--- config.mk ---
export PLATFORM = sky130hd
export DESIGN_NAME = branch_predictor
export DESIGN_NICKNAME = d
export VERILOG_FILES = /design/src/rtl/cpu_pkg.sv /design/src/rtl/bp_stats.sv /design/src/rtl/branch_predictor.sv
export SDC_FILE = /design/constraint.sdc
export NUM_CORES = 1
export LEC_CHECK = 0
export BUFFER_PORTS_ARGS = -buffer_cell sky130_fd_sc_hd__buf_4
export CORE_MARGIN = 5
export CORE_UTILIZATION = 43
export CTS_CLUSTER_SIZE = 25
export DETAILED_ROUTE_END_ITERATION = 8
export PLACE_DENSITY_LB_ADDON = 0.2
export REMOVE_ABC_BUFFERS = 1
export SLEW_MARGIN = 20
export SYNTH_ARGS = -nofsm -noshare
export SYNTH_HDL_FRONTEND = slang
export SYNTH_SLANG_ARGS = --single-unit
--- constraint.sdc ---
create_clock -name clk -period 7.5 [get_ports clk]
set_input_delay 0.75 -clock clk [delete_from_list [all_inputs] [get_ports clk]]
set_output_delay 0.75 -clock clk [all_outputs]
set_load 0.02 [all_outputs]
--- src/rtl/cpu_pkg.sv ---
// Shared CPU definitions for the branch prediction path.
//   - 2-bit saturating counter encodings and the allocation value
//   - default PC width (PCs are word addresses)
//   - saturating increment/decrement helpers for the 2-bit counters
package cpu_pkg;

  localparam int PC_W_DEFAULT = 32;

  localparam logic [1:0] CTR_SNT   = 2'b00;  // strong not-taken
  localparam logic [1:0] CTR_WNT   = 2'b01;  // weak not-taken
  localparam logic [1:0] CTR_WT    = 2'b10;  // weak taken
  localparam logic [1:0] CTR_ST    = 2'b11;  // strong taken
  localparam logic [1:0] CTR_ALLOC = CTR_WT; // fresh entries start weakly taken

  // Counters saturate at the ends; they never wrap.
  function automatic logic [1:0] sat_inc2(input logic [1:0] ctr);
    return (ctr == CTR_ST) ? CTR_ST : ctr + 2'd1;
  endfunction

  function automatic logic [1:0] sat_dec2(input logic [1:0] ctr);
    return (ctr == CTR_SNT) ? CTR_SNT : ctr - 2'd1;
  endfunction

endpackage

--- src/rtl/bp_stats.sv ---
// Prediction statistics for the on-board display.
// Ports:
//   clk        system clock
//   srst       synchronous active-high reset, clears both counters
//   en         a control instruction resolved this cycle
//   hit        that instruction was predicted correctly
//   cnt_branch number of resolved control instructions (wraps)
//   cnt_hit    number of correctly predicted ones (wraps)
module bp_stats (
  input  logic        clk,
  input  logic        srst,
  input  logic        en,
  input  logic        hit,
  output logic [31:0] cnt_branch,
  output logic [31:0] cnt_hit
);

  logic [31:0] cnt_branch_reg;
  logic [31:0] cnt_hit_reg;
  logic [31:0] cnt_branch_next;
  logic [31:0] cnt_hit_next;

  always_comb begin
    cnt_branch_next = cnt_branch_reg;
    cnt_hit_next    = cnt_hit_reg;
    if (en) begin
      cnt_branch_next = cnt_branch_reg + 32'd1;
      if (hit) begin
        cnt_hit_next = cnt_hit_reg + 32'd1;
      end
    end
  end

  always_ff @(posedge clk) begin
    if (srst) begin
      cnt_branch_reg <= 32'd0;
      cnt_hit_reg    <= 32'd0;
    end else begin
      cnt_branch_reg <= cnt_branch_next;
      cnt_hit_reg    <= cnt_hit_next;
    end
  end

  assign cnt_branch = cnt_branch_reg;
  assign cnt_hit    = cnt_hit_reg;

endmodule

--- src/rtl/branch_predictor.sv ---
// Dynamic branch predictor: direct-mapped BTB with a 2-bit saturating
// counter per entry, trained from EX, with misprediction detection and
// prediction statistics.
// Ports:
//   clk, rst        clock and synchronous active-high reset
//   halt            CPU halted: freezes table and statistics
//   pc_if           PC being fetched
//   pred_taken      predicted taken (hit and counter MSB set)
//   pred_target     predicted next PC (stored target or pc_if+1)
//   ex_valid        EX holds a real branch/jump
//   ex_pc           PC of the EX instruction
//   ex_taken        resolved direction
//   ex_target       resolved target
//   ex_pred_taken   prediction made for this instruction at fetch
//   ex_pred_target  predicted target made for this instruction at fetch
//   mispredict      flush request
//   fix_pc          PC to refetch on a flush
//   cnt_branch      resolved control instructions
//   cnt_hit         correctly predicted control instructions
module branch_predictor
  import cpu_pkg::*;
#(
  parameter int IDX_W = 3,
  parameter int PC_W  = PC_W_DEFAULT
) (
  input  logic            clk,
  input  logic            rst,
  input  logic            halt,
  input  logic [PC_W-1:0] pc_if,
  output logic            pred_taken,
  output logic [PC_W-1:0] pred_target,
  input  logic            ex_valid,
  input  logic [PC_W-1:0] ex_pc,
  input  logic            ex_taken,
  input  logic [PC_W-1:0] ex_target,
  input  logic            ex_pred_taken,
  input  logic [PC_W-1:0] ex_pred_target,
  output logic            mispredict,
  output logic [PC_W-1:0] fix_pc,
  output logic [31:0]     cnt_branch,
  output logic [31:0]     cnt_hit
);

  localparam int DEPTH = 1 << IDX_W;
  localparam int TAG_W = PC_W - IDX_W;

  // Flattened views of the per-entry registers for the read ports.
  logic [DEPTH-1:0]                 valid_vec;
  logic [DEPTH-1:0][TAG_W-1:0]      tag_vec;
  logic [DEPTH-1:0][PC_W-1:0]       target_vec;
  logic [DEPTH-1:0][1:0]            ctr_vec;

  // Fetch-side lookup (combinational, reads pre-edge contents).
  logic [IDX_W-1:0] if_idx;
  logic [TAG_W-1:0] if_tag;
  logic             if_hit;

  assign if_idx = pc_if[IDX_W-1:0];
  assign if_tag = pc_if[PC_W-1:IDX_W];
  assign if_hit = valid_vec[if_idx] && (tag_vec[if_idx] == if_tag);

  assign pred_taken  = if_hit && ctr_vec[if_idx][1];
  assign pred_target = pred_taken ? target_vec[if_idx] : pc_if + PC_W'(1);

  // EX-side lookup used for training.
  logic [IDX_W-1:0] ex_idx;
  logic [TAG_W-1:0] ex_tag;
  logic             ex_hit;
  logic             ex_active;
  logic             wr_en;
  logic [1:0]       ctr_next;
  logic [PC_W-1:0]  target_next;

  assign ex_idx    = ex_pc[IDX_W-1:0];
  assign ex_tag    = ex_pc[PC_W-1:IDX_W];
  assign ex_hit    = valid_vec[ex_idx] && (tag_vec[ex_idx] == ex_tag);
  assign ex_active = ex_valid && !halt;

  // A not-taken miss leaves the table alone; everything else writes the slot.
  assign wr_en = ex_active && (ex_hit || ex_taken);

  always_comb begin
    ctr_next    = CTR_ALLOC;
    target_next = ex_target;
    if (ex_hit) begin
      if (ex_taken) begin
        ctr_next    = sat_inc2(ctr_vec[ex_idx]);
        target_next = ex_target;
      end else begin
        ctr_next    = sat_dec2(ctr_vec[ex_idx]);
        target_next = target_vec[ex_idx];
      end
    end
  end

  generate
    for (genvar gi = 0; gi < DEPTH; gi++) begin : g_entry
      logic             valid_reg;
      logic [TAG_W-1:0] tag_reg;
      logic [PC_W-1:0]  target_reg;
      logic [1:0]       ctr_reg;

      // Tag and target carry no reset: they are ignored while valid is low.
      always_ff @(posedge clk) begin
        if (rst) begin
          valid_reg <= 1'b0;
          ctr_reg   <= CTR_SNT;
        end else if (wr_en && (ex_idx == IDX_W'(gi))) begin
          valid_reg  <= 1'b1;
          tag_reg    <= ex_tag;
          target_reg <= target_next;
          ctr_reg    <= ctr_next;
        end
      end

      assign valid_vec[gi]  = valid_reg;
      assign tag_vec[gi]    = tag_reg;
      assign target_vec[gi] = target_reg;
      assign ctr_vec[gi]    = ctr_reg;
    end
  endgenerate

  // Wrong direction, or right "taken" guess to the wrong place.
  assign mispredict = ex_active &&
                      ((ex_taken != ex_pred_taken) ||
                       (ex_taken && ex_pred_taken && (ex_target != ex_pred_target)));
  assign fix_pc     = ex_taken ? ex_target : ex_pc + PC_W'(1);

  bp_stats u_stats (
    .clk        (clk),
    .srst       (rst),
    .en         (ex_active),
    .hit        (!mispredict),
    .cnt_branch (cnt_branch),
    .cnt_hit    (cnt_hit)
  );

endmodule

==> results of run 1 <==
[power by group]
group          switching, W  total [W]  internal [W]
Clock               0.00131    0.00333       0.00202
Sequential       0.00000995    0.00350       0.00349
Combinational      0.000451   0.000752      0.000301
[synthesized netlist by cell type, drive strengths merged, types with 60 or more instances]
master    n
o21ai    85
nand3    62
mux2i   124
xnor2    60
xor2    124
dfxtp    88
nand2   147
nand4    60
nor2     99
clkbuf   61
edfxtp  488
mux4    235
[worst register-to-register path: stages, from the launching register on]
cell	delay [ps]
edfxtp_1	390
mux4_2	460
mux2i_1	180
xor2_1	430
nand4_1	160
nor4_2	520
a21oi_2	220
or2_1	550
nor2_4	620
buf_12	410
[area by class of cell]
cell class | instances | area [µm²]
Fill cell | 5579 | 32800
Clock inverter | 42 | 469
Multi-Input combinational cell | 1258 | 12100
Timing Repair Buffer | 298 | 2360
Antenna cell | 2 | 5.00
Inverter | 23 | 88.8
Sequential cell | 576 | 16400
Clock buffer | 77 | 1760
Tap cell | 873 | 1090
[kinds of logic after synthesis]
family	Yosys count	share of synthesized area
mux	364	0.226
xor+xnor	184	0.0553
simple gates	495	0.0843
flops	576	0.564
compound gates	204	0.0434
fa+ha+maj	11	0.00464
buf+inv	140	0.0226
[path summary, 6_finish.rpt]
check,start,end,depth (start not counted)
max,pc_if[0],pred_target[12],10
min,ex_pc[8],g_entry[6].tag_reg[5],1
max reg2reg,g_entry[0].tag_reg[14],g_entry[2].target_reg[20],9
min reg2reg,g_entry[3].ctr_reg[0],g_entry[3].ctr_reg[0],2
[through the flow]
step,cell area [µm²],total power (W),util,hold WS [ps]
after floorplan,28600,0.00392,-,452
after global placement,32100,0.00431,0.478,462
after detailed placement,32100,0.00432,0.478,477
after CTS,34300,0.00764,0.511,403
after global routing,34300,0.00781,0.511,425
final,34300,0.00758,0.511,439
[layer usage]
metal,up-vias,routed length [µm],global-route usage
met5,-,27,0
met2,833,43800,0.398
met3,126,7370,0.0503
met1,9946,36700,0.330
li1,8312,-,-
met4,4,2260,0.0669
==> flow_metrics.py, run 1 <==
metrics = {
    "synthesis": {
        "async_flop_share": 0,
        "netlist_area_um2": 29100,
        "yosysTopAreaCell": "edfxtp_1",
        "synth_area_leaders": "edfxtp_1 (50%), mux4_2 (18%), dfxtp_1 (6.0%), mux2i_1 (4.3%), xor2_1 (3.7%)",
        "ys_seq_area_frac": 0.564,
        "yosys_register_bits": 576,
        "syn_avg_cell_area_um2": 14.8,
        "yosys.area.top_type_share": 0.503,
        "synthFlopType": "edfxtp_1",
        "yosysWarnings": 0,
        "synth_edf_count": 488,
        "synthDistinctLibCells": 59,
        "syn-instance-count": 1974,
    },
    "cells_and_area": {
        "largest_reg_flops": 256,
        "fin_cells": 3149,
        "layout_common_cells": "edfxtp_1 (488), buf_4 (286), mux4_2 (235), nand2_1 (147)",
        "syn2layout_area_growth_pct": 17.8,
        "layout.nets": 2367,
        "final_common_cell": "edfxtp_1",
        "drive_gt1_frac": 0.291,
    },
    "global_route": {
        "grtUsageTotal": 0.242,
        "antenna_found_initial": 5,
        "grt_max_degree": 78,
        "grt_pass1_vias": 19700,
        "grt-ovfl-total": 0,
        "grt_pass1_wl_mm": 132,
    },
    "cts": {
        "htreeDepth": 3,
        "cts_made_buffers": 66,
        "cts_root_buffer": "clkbuf_16",
        "clockBufferDepth": 3,
        "cts_resized": 0,
        "cts.hold.buffers_added": 0,
        "clkTransAtPathRegs_ps": 60,
        "worstSkewPairLatency_ps": 610,
        "tritoncts": "done",
        "clkSinkCount": 576,
        "post_cts_buffers": 0,
    },
    "placed_design": {
        "place_inst": 3028,
        "io_buffers": 263,
        "dpl_worst_slack_ps": 1840,
        "gp_congestion": 0.866,
        "hpwl_mm": 59.5,
    },
    "pwr": {
        "powerDensity_nw_per_um2": 221,
        "p_leak_nw": 11.8,
        "max-vdd-ir-drop_mv": 0.140,
    },
    "floorplan": {
        "fp.dieH_um": 270,
        "io_pins": 264,
        "std_cell_rows": 95,
        "dieArea_um2": 73000,
        "coreArea_um2": 67200,
        "start_util": 0.434,
        "die_w_um": 270,
    },
    "drt": {
        "remaining_drc_errors": 0,
        "vias": 19200,
        "firstDrtPassIters": 6,
        "vias_per_cell": 6.10,
        "drt.antenna.violating_nets": 0,
        "routedWlPerCell_um": 28.6,
        "routed_wl_mm": 90.2,
        "drt_iter0_markers": 1877,
    },
    "critical_path": {
        "required_ps": 6750,
        "critPathMaxStageDelay_ps": 730,
        "critPathSlowestCell": "nand4_4",
        "endpoint_kind": "primary output",
        "critPathMaxFanout": 53,
        "reg2reg_setup_slack_ps": 3140,
        "worstPathArrival_ps": 4990,
        "worst_path_dominant_cell_family": "simple AND/OR/NAND/NOR gates",
        "worstPathCellList": "buf_6 -> nor2b_1 -> a22oi_1 -> a31oi_1 -> o22ai_1 -> nor4_1 -> nand4_4 -> a211oi_1 -> a21oi_1 -> buf_4",
        "cp_num_buf_inv": 2,
        "start_kind": "input port",
        "crit_type": "in2out",
    },
    "timing": {
        "rsz0062_at_grt": "no",
        "timing.fmax_mhz": 174,
        "finalSetupViolCount": 0,
        "final.setup.tns_ps": 0,
        "setup_ws_ps": 1760,
        "finalCritPeriodShare": 0.766,
        "finalHoldViolCount": 0,
        "tightest_slew_ps": 1030,
        "maxSlewHeadroom": 0.313,
        "clock_skew_ps": 25.9,
        "fin_crit_ps": 5740,
        "drv_slew": 0,
    },
    "worst_hold_path": {
        "worstHoldPathType": "in2reg",
    },
    "flow_run": {
        "maxCapViolations": 0,
    },
    "run_status": {
        "outcome": "finished clean",
    },
}
Power figures use the tool's default switching activity.
==> inputs of run 2 (changes only) <==
- ABC_AREA: not set -> 1
- clock period: 7.5 -> 5.11 ns (I/O delays scaled with it)
==> flow_metrics.py, run 2 <==
metrics = {
    "timing": {
        "timing.fmax_mhz": 230,
        "maxSlewHeadroom": 0.367,
        "tightest_slew_ps": 950,
        "finalCritPeriodShare": 0.850,
        "clock_skew_ps": 20.7,
        "final.setup.tns_ps": 0,
        "finalHoldViolCount": 0,
        "rsz0062_at_grt": "no",
        "finalSetupViolCount": 0,
        "drv_slew": 0,
        "fin_crit_ps": 4340,
    },
    "floorplan": {
        "start_util": 0.434,
        "fp.dieH_um": 284,
        "coreArea_um2": 74600,
        "dieArea_um2": 80900,
        "die_w_um": 284,
        "std_cell_rows": 100,
        "io_pins": 264,
    },
    "synthesis": {
        "synthFlopType": "edfxtp_1",
        "yosys_register_bits": 576,
        "yosysMostFrequentCell": "nand2_1",
        "async_flop_share": 0,
        "ys_seq_area_frac": 0.507,
        "yosysWarnings": 0,
        "yosys.area.top_type_share": 0.452,
        "synth_area_leaders": "edfxtp_1 (45%), nand2_1 (9.1%), o21ai_0 (7.7%), nor2_1 (5.9%), dfxtp_1 (5.4%)",
        "syn_avg_cell_area_um2": 8.31,
        "synthTopCellsByCount": "nand2_1 (784), nor2_1 (505), o21ai_0 (499)",
        "syn-instance-count": 3899,
        "netlist_area_um2": 32400,
        "yosysTopAreaCell": "edfxtp_1",
        "synthDistinctLibCells": 44,
        "synth_edf_count": 488,
    },
    "pwr": {
        "p_int_w": 0.00815,
        "p_clk_frac": 0.409,
        "p_leak_nw": 14.5,
        "max-vdd-ir-drop_mv": 0.224,
        "p_switching_w": 0.00291,
        "sw_frac_of_total": 0.263,
        "combPwrFrac": 0.126,
        "powerDensity_nw_per_um2": 297,
        "p_seq_frac": 0.465,
    },
    "critical_path": {
        "reg2reg_depth": 16,
        "crit_start": "pc_if[0]",
        "required_ps": 4600,
        "cp_num_buf_inv": 4,
        "critPathSlowestCell": "buf_4",
        "worstPathArrival_ps": 3830,
        "r2r_end": "g_entry[7].tag_reg[3]",
        "crit_type": "in2out",
        "critPathMaxStageDelay_ps": 500,
        "endpoint": "pred_target[30]",
        "endpoint_kind": "primary output",
        "worst_path_dominant_cell_family": "simple AND/OR/NAND/NOR gates",
        "worstPathCellList": "buf_8 -> buf_4 -> nand2_1 -> o211ai_1 -> nand3_1 -> nand2_1 -> xor2_1 -> nand2_1 -> nor3_1 -> nand3_1 -> nor2_4 -> nand2_2 -> nand2_1 -> nand2_1 -> inv_1 -> buf_4",
        "r2r-start": "g_entry[3].tag_reg[8]",
        "crit_cells": 16,
        "crit_top_cell": "nand2_1",
        "start_kind": "input port",
        "critPathMaxFanout": 58,
        "reg2reg_setup_slack_ps": 1750,
    },
    "drt": {
        "drt.antenna.violating_nets": 0,
        "drt_iter0_markers": 3716,
        "remaining_drc_errors": 0,
        "firstDrtPassIters": 6,
        "routed_wl_mm": 116,
        "vias_per_cell": 5.77,
        "routedWlPerCell_um": 22.9,
        "vias": 29300,
    },
    "placed_design": {
        "hpwl_mm": 76.5,
        "place_inst": 4957,
        "io_buffers": 263,
        "gp_congestion": 0.962,
        "placed_cell_area_um2": 35200,
    },
    "cells_and_area": {
        "fin_cells": 5077,
        "final_common_cell": "nand2_1",
        "drive_gt1_frac": 0.115,
        "fin_area_um2": 37200,
        "layout_common_cells": "nand2_1 (784), o21ai_0 (499), nor2_1 (496), edfxtp_1 (488), inv_1 (338)",
        "layout.nets": 4200,
        "largest_reg_flops": 256,
        "syn2layout_area_growth_pct": 14.9,
        "final_util": 0.499,
    },
    "cts": {
        "cts.hold.buffers_added": 0,
        "worstSkewPairLatency_ps": 610,
        "cts_made_buffers": 66,
        "clkTransAtPathRegs_ps": 60,
        "cts_resized": 0,
        "clockBufferDepth": 3,
        "clkSinkCount": 576,
        "cts_root_buffer": "clkbuf_16",
        "post_cts_buffers": 0,
        "htreeDepth": 3,
        "tritoncts": "done",
    },
    "global_route": {
        "grt-ovfl-total": 0,
        "grt_max_degree": 91,
        "grt_pass1_vias": 27500,
        "antenna_found_initial": 8,
        "grt_pass1_wl_mm": 172,
        "grtUsageTotal": 0.275,
    },
    "worst_hold_path": {
        "worstHoldPathType": "in2reg",
        "hp-start": "ex_pc[25]",
    },
    "flow_run": {
        "maxCapViolations": 0,
    },
    "run_status": {
        "outcome": "finished clean",
    },
}
## run 2: worst min-delay path by stage
stage	endpoint	slack, ps	depth (start not counted)
after floorplan	g_entry[1].valid_reg	450	2
after global placement	g_entry[1].valid_reg	460	2
after detailed placement	u_stats.cnt_branch[8]	470	2
after CTS	g_entry[3].tag_reg[28]	160	1
after global routing	g_entry[5].tag_reg[28]	180	1
final	g_entry[3].tag_reg[22]	190	1
## run 2: cells by family after synthesis
| logic type | count (synthesis) | synth area share |
|---|---|---|
| AOI/OAI and AO/OA | 862 | 0.147 |
| adders and majority gates | 10 | 0.00386 |
| xor gates and xnor gates | 134 | 0.0362 |
| DFF | 576 | 0.507 |
| and+or+nand+nor | 1729 | 0.228 |
| buffers and inverters | 588 | 0.0778 |
## run 2: metrics by stage
step / worst slack, ps / power, W / hold WS [ps]
after floorplan: -1500 / 0.00589 / 446
after global placement: 868 / 0.00660 / 463
after detailed placement: 817 / 0.00660 / 470
after CTS: 802 / 0.0111 / 159
after global routing: 456 / 0.0114 / 176
final: 769 / 0.0111 / 191
## run 2: cell type report
class / instances / area [µm²]
flip-flops and latches: 576 / 16400
clock buffers: 88 / 1830
fillers: 7047 / 37400
inverters: 348 / 1320
clock inverters: 28 / 185
well taps: 969 / 1210
repair buffers: 329 / 2710
multi-input cells: 2735 / 13500
diodes: 4 / 10.0
## run 2: power groups by stage
stage | clock [W] | combinational, W | sequential, W
after detailed placement | 0 | 0.00137 | 0.00524
after CTS | 0.00460 | 0.00137 | 0.00514
after floorplan | 0 | 0.000654 | 0.00524
after global placement | 0 | 0.00136 | 0.00524
final | 0.00452 | 0.00140 | 0.00514
after global routing | 0.00478 | 0.00150 | 0.00514
## run 2: per-layer routing
layer  vias to the layer above  GRT usage  share of wire
met5                         -          0        0.00039
met4                         8      0.100          0.042
met3                       250     0.0710           0.11
met2                      1583      0.425           0.44
met1                     13800      0.377           0.41
li1                      13700          -              -
